`src/rtl/maxpool_ctrl.sv`:
```
`default_nettype none
// ============================================================================
// Module   : maxpool_ctrl
// Purpose  : 2x2 stride-2 max-pooling sequencer over a square map in RAM.
// Revision : 1.0 - initial release
// ============================================================================
module maxpool_ctrl #(
    parameter  int DATA_W     = 16,
    parameter  int IN_DIM     = 28,
    parameter  int SIGNED_CMP = 0,
    localparam int OUT_DIM    = IN_DIM / 2,
    localparam int AW         = $clog2(IN_DIM * IN_DIM),
    localparam int OW         = (OUT_DIM > 1) ? $clog2(OUT_DIM * OUT_DIM) : 1
) (
    input  logic              clk,
    input  logic              rst,
    input  logic              start,
    output logic              busy,
    output logic              done,
    output logic              rd_en,
    output logic [AW-1:0]     rd_addr,
    input  logic [DATA_W-1:0] rd_data,
    output logic              wr_en,
    output logic [OW-1:0]     wr_addr,
    output logic [DATA_W-1:0] wr_data,
    input  logic              wr_ready
);

    localparam int RC_W = (OUT_DIM > 1) ? $clog2(OUT_DIM) : 1;
    localparam logic [RC_W-1:0] C_RC_LAST = RC_W'(OUT_DIM - 1);

    localparam logic [2:0] S_IDLE = 3'd0;
    localparam logic [2:0] S_RD   = 3'd1;
    localparam logic [2:0] S_LAST = 3'd2;
    localparam logic [2:0] S_WR   = 3'd3;
    localparam logic [2:0] S_FIN  = 3'd4;

    logic [2:0]        state_q,   state_d;
    logic [RC_W-1:0]   row_q,     row_d;
    logic [RC_W-1:0]   col_q,     col_d;
    logic [1:0]        rd_cnt_q,  rd_cnt_d;
    logic [DATA_W-1:0] acc_q,     acc_d;
    logic              busy_q,    busy_d;
    logic              done_q,    done_d;
    logic              rd_en_q,   rd_en_d;
    logic [AW-1:0]     rd_addr_q, rd_addr_d;
    logic              wr_en_q,   wr_en_d;
    logic [OW-1:0]     wr_addr_q, wr_addr_d;
    logic [DATA_W-1:0] wr_data_q, wr_data_d;

    logic [DATA_W-1:0] max_w;
    logic [RC_W-1:0]   row_nxt_w;
    logic [RC_W-1:0]   col_nxt_w;
    logic              last_win_w;

    // Strict greater-than so that an equal later sample never replaces acc.
    function automatic logic sample_gt(input logic [DATA_W-1:0] a,
                                       input logic [DATA_W-1:0] b);
        if (SIGNED_CMP != 0) begin
            return $signed(a) > $signed(b);
        end
        return a > b;
    endfunction

    // idx[0] selects the right column, idx[1] the lower row of the window.
    function automatic logic [AW-1:0] win_addr(input logic [RC_W-1:0] row,
                                               input logic [RC_W-1:0] col,
                                               input logic [1:0]      idx);
        int a;
        a = 2 * IN_DIM * int'(row) + 2 * int'(col)
            + (idx[0] ? 1 : 0) + (idx[1] ? IN_DIM : 0);
        return AW'(a);
    endfunction

    always_comb begin
        max_w      = sample_gt(rd_data, acc_q) ? rd_data : acc_q;
        last_win_w = (row_q == C_RC_LAST) && (col_q == C_RC_LAST);
        if (col_q == C_RC_LAST) begin
            col_nxt_w = '0;
            row_nxt_w = row_q + RC_W'(1);
        end else begin
            col_nxt_w = col_q + RC_W'(1);
            row_nxt_w = row_q;
        end
    end

    always_comb begin
        state_d   = state_q;
        row_d     = row_q;
        col_d     = col_q;
        rd_cnt_d  = rd_cnt_q;
        acc_d     = acc_q;
        busy_d    = busy_q;
        done_d    = 1'b0;
        rd_en_d   = rd_en_q;
        rd_addr_d = rd_addr_q;
        wr_en_d   = wr_en_q;
        wr_addr_d = wr_addr_q;
        wr_data_d = wr_data_q;

        case (state_q)
            S_IDLE: begin
                if (start) begin
                    row_d     = '0;
                    col_d     = '0;
                    rd_cnt_d  = 2'd0;
                    busy_d    = 1'b1;
                    rd_en_d   = 1'b1;
                    rd_addr_d = win_addr('0, '0, 2'd0);
                    state_d   = S_RD;
                end
            end

            S_RD: begin
                // Read data trails its strobe by one cycle: sample 0 lands
                // while the second address is on the bus.
                if (rd_cnt_q == 2'd1) begin
                    acc_d = rd_data;
                end else if (rd_cnt_q != 2'd0) begin
                    acc_d = max_w;
                end
                if (rd_cnt_q == 2'd3) begin
                    rd_en_d = 1'b0;
                    state_d = S_LAST;
                end else begin
                    rd_cnt_d  = rd_cnt_q + 2'd1;
                    rd_addr_d = win_addr(row_q, col_q, rd_cnt_q + 2'd1);
                end
            end

            S_LAST: begin
                acc_d     = max_w;
                wr_en_d   = 1'b1;
                wr_addr_d = OW'(int'(row_q) * OUT_DIM + int'(col_q));
                wr_data_d = max_w;
                state_d   = S_WR;
            end

            S_WR: begin
                if (wr_ready) begin
                    wr_en_d = 1'b0;
                    if (last_win_w) begin
                        busy_d  = 1'b0;
                        done_d  = 1'b1;
                        state_d = S_FIN;
                    end else begin
                        row_d     = row_nxt_w;
                        col_d     = col_nxt_w;
                        rd_cnt_d  = 2'd0;
                        rd_en_d   = 1'b1;
                        rd_addr_d = win_addr(row_nxt_w, col_nxt_w, 2'd0);
                        state_d   = S_RD;
                    end
                end
            end

            S_FIN: begin
                state_d = S_IDLE;
            end

            default: begin
                state_d = S_IDLE;
                busy_d  = 1'b0;
                rd_en_d = 1'b0;
                wr_en_d = 1'b0;
            end
        endcase
    end

    always_ff @(posedge clk) begin
        if (rst) begin
            state_q   <= S_IDLE;
            row_q     <= '0;
            col_q     <= '0;
            rd_cnt_q  <= 2'd0;
            acc_q     <= '0;
            busy_q    <= 1'b0;
            done_q    <= 1'b0;
            rd_en_q   <= 1'b0;
            rd_addr_q <= '0;
            wr_en_q   <= 1'b0;
            wr_addr_q <= '0;
            wr_data_q <= '0;
        end else begin
            state_q   <= state_d;
            row_q     <= row_d;
            col_q     <= col_d;
            rd_cnt_q  <= rd_cnt_d;
            acc_q     <= acc_d;
            busy_q    <= busy_d;
            done_q    <= done_d;
            rd_en_q   <= rd_en_d;
            rd_addr_q <= rd_addr_d;
            wr_en_q   <= wr_en_d;
            wr_addr_q <= wr_addr_d;
            wr_data_q <= wr_data_d;
        end
    end

    assign busy    = busy_q;
    assign done    = done_q;
    assign rd_en   = rd_en_q;
    assign rd_addr = rd_addr_q;
    assign wr_en   = wr_en_q;
    assign wr_addr = wr_addr_q;
    assign wr_data = wr_data_q;

endmodule
`default_nettype wire

```
`config.mk`:
```
export PLATFORM = sky130hd
export DESIGN_NAME = maxpool_ctrl
export DESIGN_NICKNAME = d
export VERILOG_FILES = /design/src/rtl/maxpool_ctrl.sv
export SDC_FILE = /design/constraint.sdc
export NUM_CORES = 1
export LEC_CHECK = 0
export ABC_CLOCK_PERIOD_IN_PS = 4750
export CAP_MARGIN = 20
export CORE_ASPECT_RATIO = 0.75
export CORE_MARGIN = 10
export CORE_UTILIZATION = 35
export CTS_CLUSTER_DIAMETER = 120
export DETAILED_ROUTE_END_ITERATION = 12
export GPL_TIMING_DRIVEN = 0
export PLACE_DENSITY = 0.58
export SYNTH_ARGS = -nofsm -noshare
export SYNTH_HDL_FRONTEND = slang
export SYNTH_SLANG_ARGS = --single-unit
```
`constraint.sdc`:
```
create_clock -name clk -period 4.75 [get_ports clk]
set_clock_uncertainty 0.15 [all_clocks]
set_input_delay 1.1875 -clock clk [delete_from_list [all_inputs] [get_ports clk]]
set_output_delay 1.1875 -clock clk [all_outputs]
set_load 0.01 [all_outputs]
```
* Yosys cells after proc, flatten, opt, wreduce, memory -nomap -nowiden
Cells that the tools add are included.
** Word-level totals
- Register bits :: 67
- Input port bits :: 20
- Output and inout port bits :: 38
- Word-level logic and storage cells :: 102
** Cells by class
- Add/sub/neg operators :: 8
- Multiply operators :: 3
- Magnitude comparators :: 1
- Equality and inequality tests :: 15
- Multiplexer cells :: 41
- Bitwise logic cells :: 5
- Reductions and logical operators :: 17
** Operators with widths (number)
- $mux W16 :: 3
- $mux W10 :: 4
- $pmux W16 S2 :: 1
- $add A10 B5 Y10 :: 3
- $pmux W10 S3 :: 1
- $mux W4 :: 7
- $gt A16 B16 Y1 :: 1
- $pmux W4 S2 :: 2
- $mul A3 B4 Y7 const A :: 2
- $mux W3 :: 4
- $ne A2 B2 Y1 const B :: 6
- $pmux W3 S4 :: 1
- $add A10 B1 Y10 :: 1
- $reduce_and A5 Y1 :: 2
- $mux W1 :: 9
- $reduce_or A3 Y1 :: 3
- $add A4 B1 Y4 const B :: 2
- $add A8 B4 Y8 :: 1
- $eq A4 B4 Y1 const B :: 2
- $mux W2 :: 4
- $reduce_and A4 Y1 :: 2
- $mul A4 B3 Y7 const B :: 1
- $eq A3 B2 Y1 const B :: 2
- $pmux W1 S3 :: 2
- 17 further kinds :: 24

* Depth between registers and ports, before layout
- Depth after elaboration :: 7
- Gate-level depth with buffers :: 14
- Mapped depth without buffers :: 14

* Worst setup path before layout
Ideal clock, no wire load.
- Kind :: reg2reg
- Start point :: register row_q[1]
- End point :: register rd_addr_q[9], in the netlist rd_addr[9]
- Setup time :: 137 ps
- Arrival time :: 3351 ps
- Required time :: 4463 ps
- Setup slack :: 1112 ps
- Stages on the path, launching flop included :: 13
- Buffers on the path :: 0
- Clock period less this slack :: 3638 ps
- Cells stage by stage :: dfxtp_1 > inv_1 > ha_1 > o21ai_0 > fa_1 > ha_1 > inv_1 > fa_1 > nor2b_1 > nand3_1 > a211o_1 > a31oi_1 > a211oi_1
** Between the ends
- Longest elaborated chain between the ends :: 7
- Elaborated cells between the ends (all ways) :: 16
- Those cells by class :: add/sub (5); mul (2); eq/ne (2); mux (5); reduce/logical (2)
** Ends and longest elaborated chain
- from (decl) :: RTL line 39 : logic [RC_W-1:0] row_q, row_d;
- from (signal assigned) :: RTL line 186 : row_q <= row_d;
- branches (longest 7 deep; another with $add A10 B5 Y10)
- to (signal assigned) :: RTL line 193 : rd_addr_q <= rd_addr_d;
- to (decl) :: RTL line 46 : logic [AW-1:0] rd_addr_q, rd_addr_d;
Several ways; the timed one is not identified. The select of a mux whose other input is x is not followed.
A chain may end at the register's enable or synchronous reset.

* Final worst setup path
- Start point :: register col_q[0]
- End point :: register rd_addr_q[9], in the netlist rd_addr[9]
** Between the ends
- Longest elaborated chain between the ends :: 7
- Elaborated cells between the ends (all ways) :: 16
- Those cells by class :: add/sub (5); mul (1); eq/ne (2); mux (6); reduce/logical (2)
** Ends and longest elaborated chain
- from (decl) :: RTL line 40 : logic [RC_W-1:0] col_q, col_d;
- from (signal assigned) :: RTL line 187 : col_q <= col_d;
- $eq A4 B4 Y1 :: RTL line 77, 78
- $mux W4 :: RTL line 78 : if (col_q == C_RC_LAST) begin
- $mul A3 B4 Y7 :: RTL line 70 : a = 2 * IN_DIM * int'(row) + 2 * int'(col)
- $add A10 B5 Y10 :: RTL line 70
- $mux W10 :: RTL line 142 : if (last_win_w) begin
- $mux W10 :: RTL line 140 : if (wr_ready) begin
- $pmux W10 S3 :: RTL line 101 : case (state_q)
Parallel ways exist; a longest one is shown, timed or not. The select of a mux whose other input is x is not followed.

==> results_dict.tcl <==
set metrics [dict create \
    tightest_slew_ns 1.048 \
    antenna_found_initial 0 \
    cts_resized 0 \
    clk_latency_ns 0.33 \
    wl_per_cell_um 16.06 \
    path_class "reg -> reg" \
    reg2reg_slack_ns 0.54 \
    num_rows 35 \
    syn_to_final_growth_pct 24.85 \
    cp-start-kind "flip-flop" \
    ff_latch_area_um2 1321 \
    cts_tree "yes" \
    dp_slack_ns 0.3221 \
    hold_depth 2 \
    fin_area_um2 5557 \
    start_util 0.3604 \
    ant_nets 0 \
    coreArea_um2 12350 \
    synth_seq_cells 66 \
    vdd_drop_max_mv 0.1432 \
    finalMaxSlewViolations 0 \
    wirelength_um 12370 \
    h-tree-depth 3 \
    dp.cells 754 \
    vias 3999 \
    post-dp-hpwl_um 9656 \
    gp_congestion 0.8907 \
    io_buffers 56 \
    vias_per_cell 5.194 \
    synth_top_area_share 0.2969 \
    die_w_um 150.2 \
    finalSetupViolCount 0 \
    drt_pass1_iterations 5 \
    drt_iter0_markers 303 \
    hold_viol_final 0 \
    hold_ws_ns 0.3132 \
    grt_overflow 0 \
    finalCritPeriodShare 0.8872 \
    worstPathArrival_ns 4.25 \
    post_synth.cell_area_avg_um2 8.366 \
    multi_input_area_um2 2826 \
    first_global_vias 3782 \
    relSlewSlack 0.2946 \
    cts_max_path_buffers 2 \
    ctsHoldBuffers 0 \
    cellLeakagePower_nw 2.194 \
    worstHoldStart "wr_addr[2]" \
    grt_pass1_wl_um 19910 \
    drc 0 \
    fin_nets 675 \
    outcome "completed" \
    fillers 1217 \
    cts.sinks 66 \
    layout.core_utilization 0.4499 \
    max_freq_mhz 237.3 \
    fin_tns_setup_ns 0 \
    cts_buffers 9 \
    final_cells 770 \
    drv_cap 0 \
    dpl-instance-area_um2 5219 \
    grt_max_degree 13 \
    ys_types 47 \
    synthArstFlopShare 0 \
    die_h_um 117.7 \
    synth_warnings 0 \
    cts-root-buf "clkbuf_16" \
    r2r-end "rd_addr[9]" \
    fp.dieArea_um2 17670 \
    antenna_cells 0 \
    synthesis.nets 608 \
    synth-edff-count 0 \
    rsz0062_at_grt "false" \
    synth.area.top_cells "dfxtp_1 30%, ha_1 13%, fa_1 4.9%" \
    yosys_most_used_dff "dfxtp_1" \
    critPathRequiredTime_ns 4.78 \
    hold-path-endpoint "wr_addr[2]" \
    synth_top_area_cell "dfxtp_1" \
    track_usage 0.1379 \
    clk_pin_slew_ns 0.06 \
    synth_sequential_area_ratio 0.2969 \
    r2r-start "col_q[0]" \
    syn_area_um2 4451 \
    min_path_type "reg -> reg" \
    fin_crit_ns 4.214 \
    p_per_area_nw_per_um2 262.1 \
    reg2regPathDepth 12 \
    end_kind "flip-flop" \
    syn_inst 532 \
    crit_fanout 9 \
    worst_slack_ns 0.5359 \
    drive_gt1_frac 0.05132 \
    postCtsSetupRepairBufs 0 \
    total_power_mw 1.456 \
    ioPinCount 58 \
]
## worst max-delay path, stage by stage (launching register included)
cell,delay [ns]
dfxtp_1,0.49
ha_1,0.29
nand3_1,0.25
o21ai_0,0.71
fa_1,0.54
ha_1,0.21
inv_1,0.07
fa_1,0.45
nor2b_1,0.20
nand3_1,0.13
a211o_1,0.29
a31oi_1,0.18
a211oi_1,0.09
## power breakdown
part / internal, mW / switching [mW] / leakage (nW)
logic: 0.0643 / 0.0800 / 1.50
registers: 0.564 / 0.00683 / 0.534
clock network: 0.491 / 0.251 / 0.162
## cell usage after synthesis (3+ instances only)
cell type and number:
a211oi_1 13, a21o_1 13, a21oi_1 32, a22oi_1 9
a311oi_1 17, and3_1 4, buf_2 5, clkbuf_1 25
dfxtp_1 66, fa_1 11, ha_1 45, inv_1 40
mux2i_1 16, nand2_1 30, nand2b_1 34, nand3_1 30
nand4_1 5, nor2_1 46, nor2b_1 3, nor3_1 8
nor4_1 4, o21ai_0 23, or2_2 3, or4_1 3
xnor2_1 12, xor2_1 7
## worst max path at each step
| stage | startpoint | end | slack (ns) | cells past startpoint |
|---|---|---|---|---|
| 4_1_cts | col_q[0] | rd_addr[9] | 0.54 | 12 |
| 3_3_place_gp | rd_data[1] | wr_data[14] | 0.35 | 9 |
| 6_report | col_q[0] | rd_addr[9] | 0.54 | 12 |
| 2_1_floorplan | row_q[1] | rd_addr[9] | 1.11 | 12 |
| 3_5_place_dp | rd_data[1] | wr_data[11] | 0.32 | 9 |
| 5_1_grt | col_q[0] | rd_addr[9] | 0.17 | 12 |
## layout by cell type, fill, tap and decap left out, types with 23 or more instances in the layout
cell type and count:
a21oi_1 32, nand3_1 30, nor2_1 46, dfxtp_1 66, clkdlybuf4s50_1 56, clkbuf_1 25, o21ai_0 23, ha_1 45
nand2_1 30, inv_1 40, nand2b_1 34
## layout make-up
type | instances | area share
inverter | 40 | 0.02702
tap | 166 | 0.03738
buffer | 34 | 0.02747
clock inverter | 5 | 0.01531
timing repair buffer | 56 | 0.1009
clock buffer | 11 | 0.04549
sequential | 66 | 0.2378
multi-input combinational | 392 | 0.5087
## state kept, by name, indices dropped and copies added, names as in the netlist
name	cells
acc_q	16
busy	1
col_q	4
done	1
rd_addr	9
rd_cnt_q	2
rd_en	1
row_q	4
state_q	3
wr_addr	8
wr_data	16
wr_en	1
## cells by family (layout without fill, tap and decap cells)
family,after synthesis,in the layout,synth area share
AO/OA/AOI/OAI,119,119,0.1760
AND/OR/NAND/NOR,180,180,0.2047
XOR/XNOR,19,19,0.03739
flip-flops,66,66,0.2969
adder cells (fa/ha/maj),56,56,0.1760
buffers and inverters,74,146,0.06803
multiplexers,18,18,0.04104
## routing by layer
metal / up-vias / wire [um] / GRT usage
met5: - / 0 / 0
met4: 0 / 138 / 0.03939
met3: 9 / 565 / 0.02958
met2: 90 / 5447 / 0.2080
met1: 1892 / 6217 / 0.1915
li1: 2008 / - / -
(Power assumes the default switching activity.)
==> edit 1: new RTL, config.mk and constraints unchanged <==
Make the reset (`rst`) asynchronous in one clocked block.
--- a/src/rtl/maxpool_ctrl.sv
+++ b/src/rtl/maxpool_ctrl.sv
@@ -168,5 +168,5 @@
     end
 
-    always_ff @(posedge clk) begin
+    always_ff @(posedge clk or posedge rst) begin
         if (rst) begin
             state_q   <= S_IDLE;
Behaviour: differs if rst is asserted again (counterexample within 4 cycles, from zero or initial values and one cycle with rst high); with rst held inactive, the same outputs for 10 cycles.
==> edit 1 against the original RTL <==
- setup slack improved by 0.091 ns
- routed wire length decreased by 10%
- synthesized area grew 1.0%
- design area grew 0.83%
- sequential cell count unchanged
Power is not compared: it rests on default switching activity, and its combinational part moved more than twofold at a synthesized area within 25%.
==> edit 1: results (changes against the original RTL) <==
Detailed routing
  – Via density: 4.90 (was 5.19)
  – Detail Route met3 WL: 619 um (was 565 um)
  – Metal2 WL: 4.51 mm (was 5.45 mm)
  – Met1 WL: 5.90 mm (was 6.22 mm)
  – Detailed Routing Iterations Pass 1: 4 (was 5)
  – Total wire length: 11.1 mm (was 12.4 mm)
  – Initial drt markers: 184 (was 303)

GRT
  – Grt met2 use: 17.3% (was 20.8%)
  – Largest net degree at the start of global routing: 67 (was 13)
  – Number of global-route vias before repair: 3545 (was 3782)
  – First-pass GRT wire length: 18.6 mm (was 19.9 mm)
  – GRT Util Overall: 12.7% (was 13.8%)

Run status
  – Status: finished, final reports clean (unchanged)

Critical path
  – Max FO, Critical Path: 8 (was 9)
  – Worst Reg-to-Reg Cells: 15 (was 12)
  – Arrival time worst endpoint: 4.19 ns (was 4.25 ns)
  – CP max-delay cell: fa_1 (was o21ai_0)

Synth
  – Synth top cells by count: 66 x dfrtp_1, 45 x ha_1, 44 x a21oi_1, 44 x inv_1, 37 x nand2_1 (was 66 x dfxtp_1, 46 x nor2_1, 45 x ha_1)
  – Post-synthesis mux area share: 9.10% (was 4.10%)
  – Cells after Synth: 452 (was 532)
  – Register area share after synthesis: 36.7% (was 29.7%)
  – Asr flop ratio synth: 100% (was 0%)
  – Synth Area in Compound Gates: 14.9% (was 17.6%)
  – Syn Nets: 528 (was 608)
  – Synth top area cells: dfrtp_1 37%, ha_1 13%, a21oi_1 4.9% (was dfxtp_1 30%, ha_1 13%, fa_1 4.9%)
  – Area leader, netlist: dfrtp_1 (was dfxtp_1)

Cells and area
  – Synth-to-Final Area Change: 24.6% (was 24.9%)
  – Clk tree area frac: 5.83% (was 6.08%)
  – Share of post-route cells with drive strength above 1: 10.7% (was 5.13%)

Hold path
  – Hold path startpoint: wr_addr[2] (unchanged)

Placed design
  – Placed cell area: 0.00528 mm^2 (was 0.00522 mm^2)
  – Port bufs: 57 (was 56)
  – Routability cong.: 0.842 (was 0.891)

Timing
  – Rel. slew slack: 43.5% (was 29.5%)
[edit 1: cell types whose count changed in the layout (fill, tap and decap cells not counted), moves of 5 or more]
cell      delta
nand2_1      +7
nor2_1      -11
mux2_4      +10
mux2_2       +5
nand2b_1    -31
xor2_1       +6
clkbuf_1    -18
dfxtp_1     -66
dfrtp_1     +66
a21oi_1     +12
a211oi_1    -12
a311oi_1    -16
nand3_1     -24
[edit 1: how the worst max path moves through the flow]
stage	from	end	slack [ns]	cells past startpoint
floorplan	col_q[0]	rd_addr[9]	1.07	14
global placement	rst	rd_addr[6]	0.48	2
detailed placement	row_q[1]	rd_addr[9]	0.62	14
CTS	row_q[1]	rd_addr[9]	0.60	14
global route	col_q[0]	rd_addr[9]	0.35	15
finish	col_q[0]	rd_addr[9]	0.63	15
[edit 1: kinds of logic after synthesis]
family,count (synthesis)
AOI/OAI and AO/OA,103
xor gates and xnor gates,22
adders and majority gates,56
buffers and inverters,61
DFF,66
muxes,35
and+or+nand+nor,109
==> edit 2: new RTL, config.mk and constraints unchanged <==
Made on the original files. Set the parameter `SIGNED_CMP` to 1 (it was 0).
--- a/src/rtl/maxpool_ctrl.sv
+++ b/src/rtl/maxpool_ctrl.sv
@@ -8,5 +8,5 @@
     parameter  int DATA_W     = 16,
     parameter  int IN_DIM     = 28,
-    parameter  int SIGNED_CMP = 0,
+    parameter  int SIGNED_CMP = 1,
     localparam int OUT_DIM    = IN_DIM / 2,
     localparam int AW         = $clog2(IN_DIM * IN_DIM),
Formal check against the unedited RTL: not equivalent (Yosys sat finds a counterexample within 10 cycles, from zero or initial values and one cycle with rst high).
==> edit 2 against the original RTL <==
- largest cell class unchanged
- sequential power increased by 1%
- critical path type unchanged
- count of clock-buffer cells in the layout increased by 1
- routed wire length increased by 11%
- synthesized area increased by 7.0%
- sequential cell count unchanged
- total power increased by 4.6%
- setup slack got worse by 0.13 ns
- first-iteration DRC count decreased by 8.6%
- clock power increased by 2%
- design area increased by 5.7%
- non-clock buffer count increased by 3
- critical endpoint is now rd_addr[7]
==> edit 2: results (changes against the original RTL) <==
Cells and area
  – Share of post-route cells with drive strength above 1: 7.99% (was 5.13%)
  – Final #Nets: 684 (was 675)

GRT
  – Number of global-route vias before repair: 4067 (was 3782)
  – First-pass GRT wire length: 22.4 mm (was 19.9 mm)
  – Largest net degree at the start of global routing: 12 (was 13)
  – GRT Util Overall: 14.7% (was 13.8%)

Synth
  – Synth top cells by count: 66 x dfxtp_1, 45 x ha_1, 43 x nor2_1 (was 66 x dfxtp_1, 46 x nor2_1, 45 x ha_1)
  – Post-synthesis cell type count: 57 (was 47)
  – Mapped Area: 0.00476 mm^2 (was 0.00445 mm^2)
  – Synth top area cells: dfxtp_1 28%, ha_1 12%, nand2b_1 5.0% (was dfxtp_1 30%, ha_1 13%, fa_1 4.9%)
  – Syn Nets: 616 (was 608)
  – Asr flop ratio synth: 0% (unchanged)
  – Register area share after synthesis: 27.8% (was 29.7%)

Timing
  – Worst Max-Slew Pin Slew: 0.989 ns (was 1.05 ns)

Run status
  – Status: finished, final reports clean (unchanged)

Detailed routing
  – Via count: 4229 (was 3999)
  – Initial drt markers: 277 (was 303)
  – Total wire length: 13.8 mm (was 12.4 mm)
  – Detailed Routing Iterations Pass 1: 7 (was 5)
  – Antenna Nets Post-Route: 0 (unchanged)

Power and ir drop
  – Leakage: 2.28 nW (was 2.19 nW)
  – Net Sw Power: 0.387 mW (was 0.337 mW)
  – VDD IR max: 0.000183 V (was 0.000143 V)
  – PnR Total Power: 1.52 mW (was 1.46 mW)

CTS
  – Clock root buffer master: clkbuf_16 (unchanged)
  – Clock latency on the worst-skew pair: 0.34 ns
  – Clock Pin Slew Worst Setup and Hold Paths: 0.06 ns (about the same)

Placed design
  – Final HPWL DP: 10.4 mm (was 9.66 mm)
  – Routability cong.: 0.893 (was 0.891)

Critical path
  – Critical Path Start: col_q[1] (was col_q[0])
  – Worst Reg-to-Reg Cells: 13 (was 12)
  – Reg-to-reg slack, setup: 0.41 ns (was 0.54 ns)
  – Worst setup path end: rd_addr[7] (was rd_addr[9])
  – Max FO, Critical Path: 8 (was 9)
  – Max stage delay on crit path: 0.79 ns (was 0.71 ns)
  – Arrival time worst endpoint: 4.43 ns (was 4.25 ns)
## edit 2: cell count changes in the layout (fill, tap and decap cells not counted), sizes merged, moves of 4 or more
cell	delta
o31ai	+16
a41oi	+16
o21ai	-8
nand2b	+4
a211oi	+14
nand2	-7
nand3	-21
a311oi	-15
## edit 2: routing by layer
| layer | GRT usage, % | wire length [um] | share of wire, % |
|---|---|---|---|
| met2 | 20.8 | 5420 | 39 |
| met5 | 0 | 0 | 0 |
| met3 | 3.51 | 814 | 5.9 |
| met1 | 21.2 | 7360 | 53 |
| met4 | 4.83 | 186 | 1.3 |
## edit 2: final cells by class
| type | count | area [um^2] | area share (%) |
|---|---|---|---|
| clock buffers | 12 | 256 | 4.37 |
| repair buffers | 57 | 566 | 9.63 |
| plain buffers | 36 | 171 | 2.92 |
| multi-input cells | 398 | 3120 | 53.1 |
| well taps | 171 | 214 | 3.64 |
| clock inverters | 4 | 73.8 | 1.26 |
| inverters | 40 | 150 | 2.56 |
| flip-flops and latches | 66 | 1320 | 22.5 |
## edit 2: worst min-delay path, stage by stage, from the launching register on
cell and delay (ns):
dfxtp_1 0.31, nand2_1 0.05, a21oi_1 0.05
## edit 2: worst min-delay path by stage
stage | startpoint | endpoint | slack [ns] | cells after the start
after floorplan | acc_q[10] | acc_q[10] | 0.31 | 2
after global placement | wr_addr[0] | wr_addr[0] | 0.30 | 2
after detailed placement | wr_addr[0] | wr_addr[0] | 0.30 | 2
after CTS | wr_addr[2] | wr_addr[2] | 0.31 | 2
after global routing | wr_addr[7] | wr_addr[7] | 0.33 | 2
final | wr_addr[2] | wr_addr[2] | 0.31 | 2
## edit 2: logic make-up after synthesis
kind of cell    after synthesis  synth area share (%)
xor+xnor                     20                  3.68
simple gates                158                  17.8
buf+inv                      76                  6.75
flops                        66                  27.8
compound gates              147                  23.9
mux                          17                  3.57
fa+ha+maj                    56                  16.5
## edit 2: metrics by stage
| stage | std cells | area, um^2 | setup slack (ns) |
|---|---|---|---|
| after CTS | 784 | 5870 | 0.451 |
| final | 784 | 5870 | 0.410 |
| after detailed placement | 768 | 5540 | 0.390 |
| after global routing | 784 | 5870 | 0.193 |
| after floorplan | 540 | 4760 | 1.08 |
| after global placement | 767 | 5540 | 0.407 |
## edit 2: power groups by stage
stage	Clock [mW]	Combinational, mW	Sequential (mW)
after detailed placement	0	0.190	0.589
after global placement	0	0.187	0.589
after CTS	0.769	0.192	0.577
after global routing	0.792	0.210	0.579
after floorplan	0	0.107	0.591
final	0.754	0.193	0.577
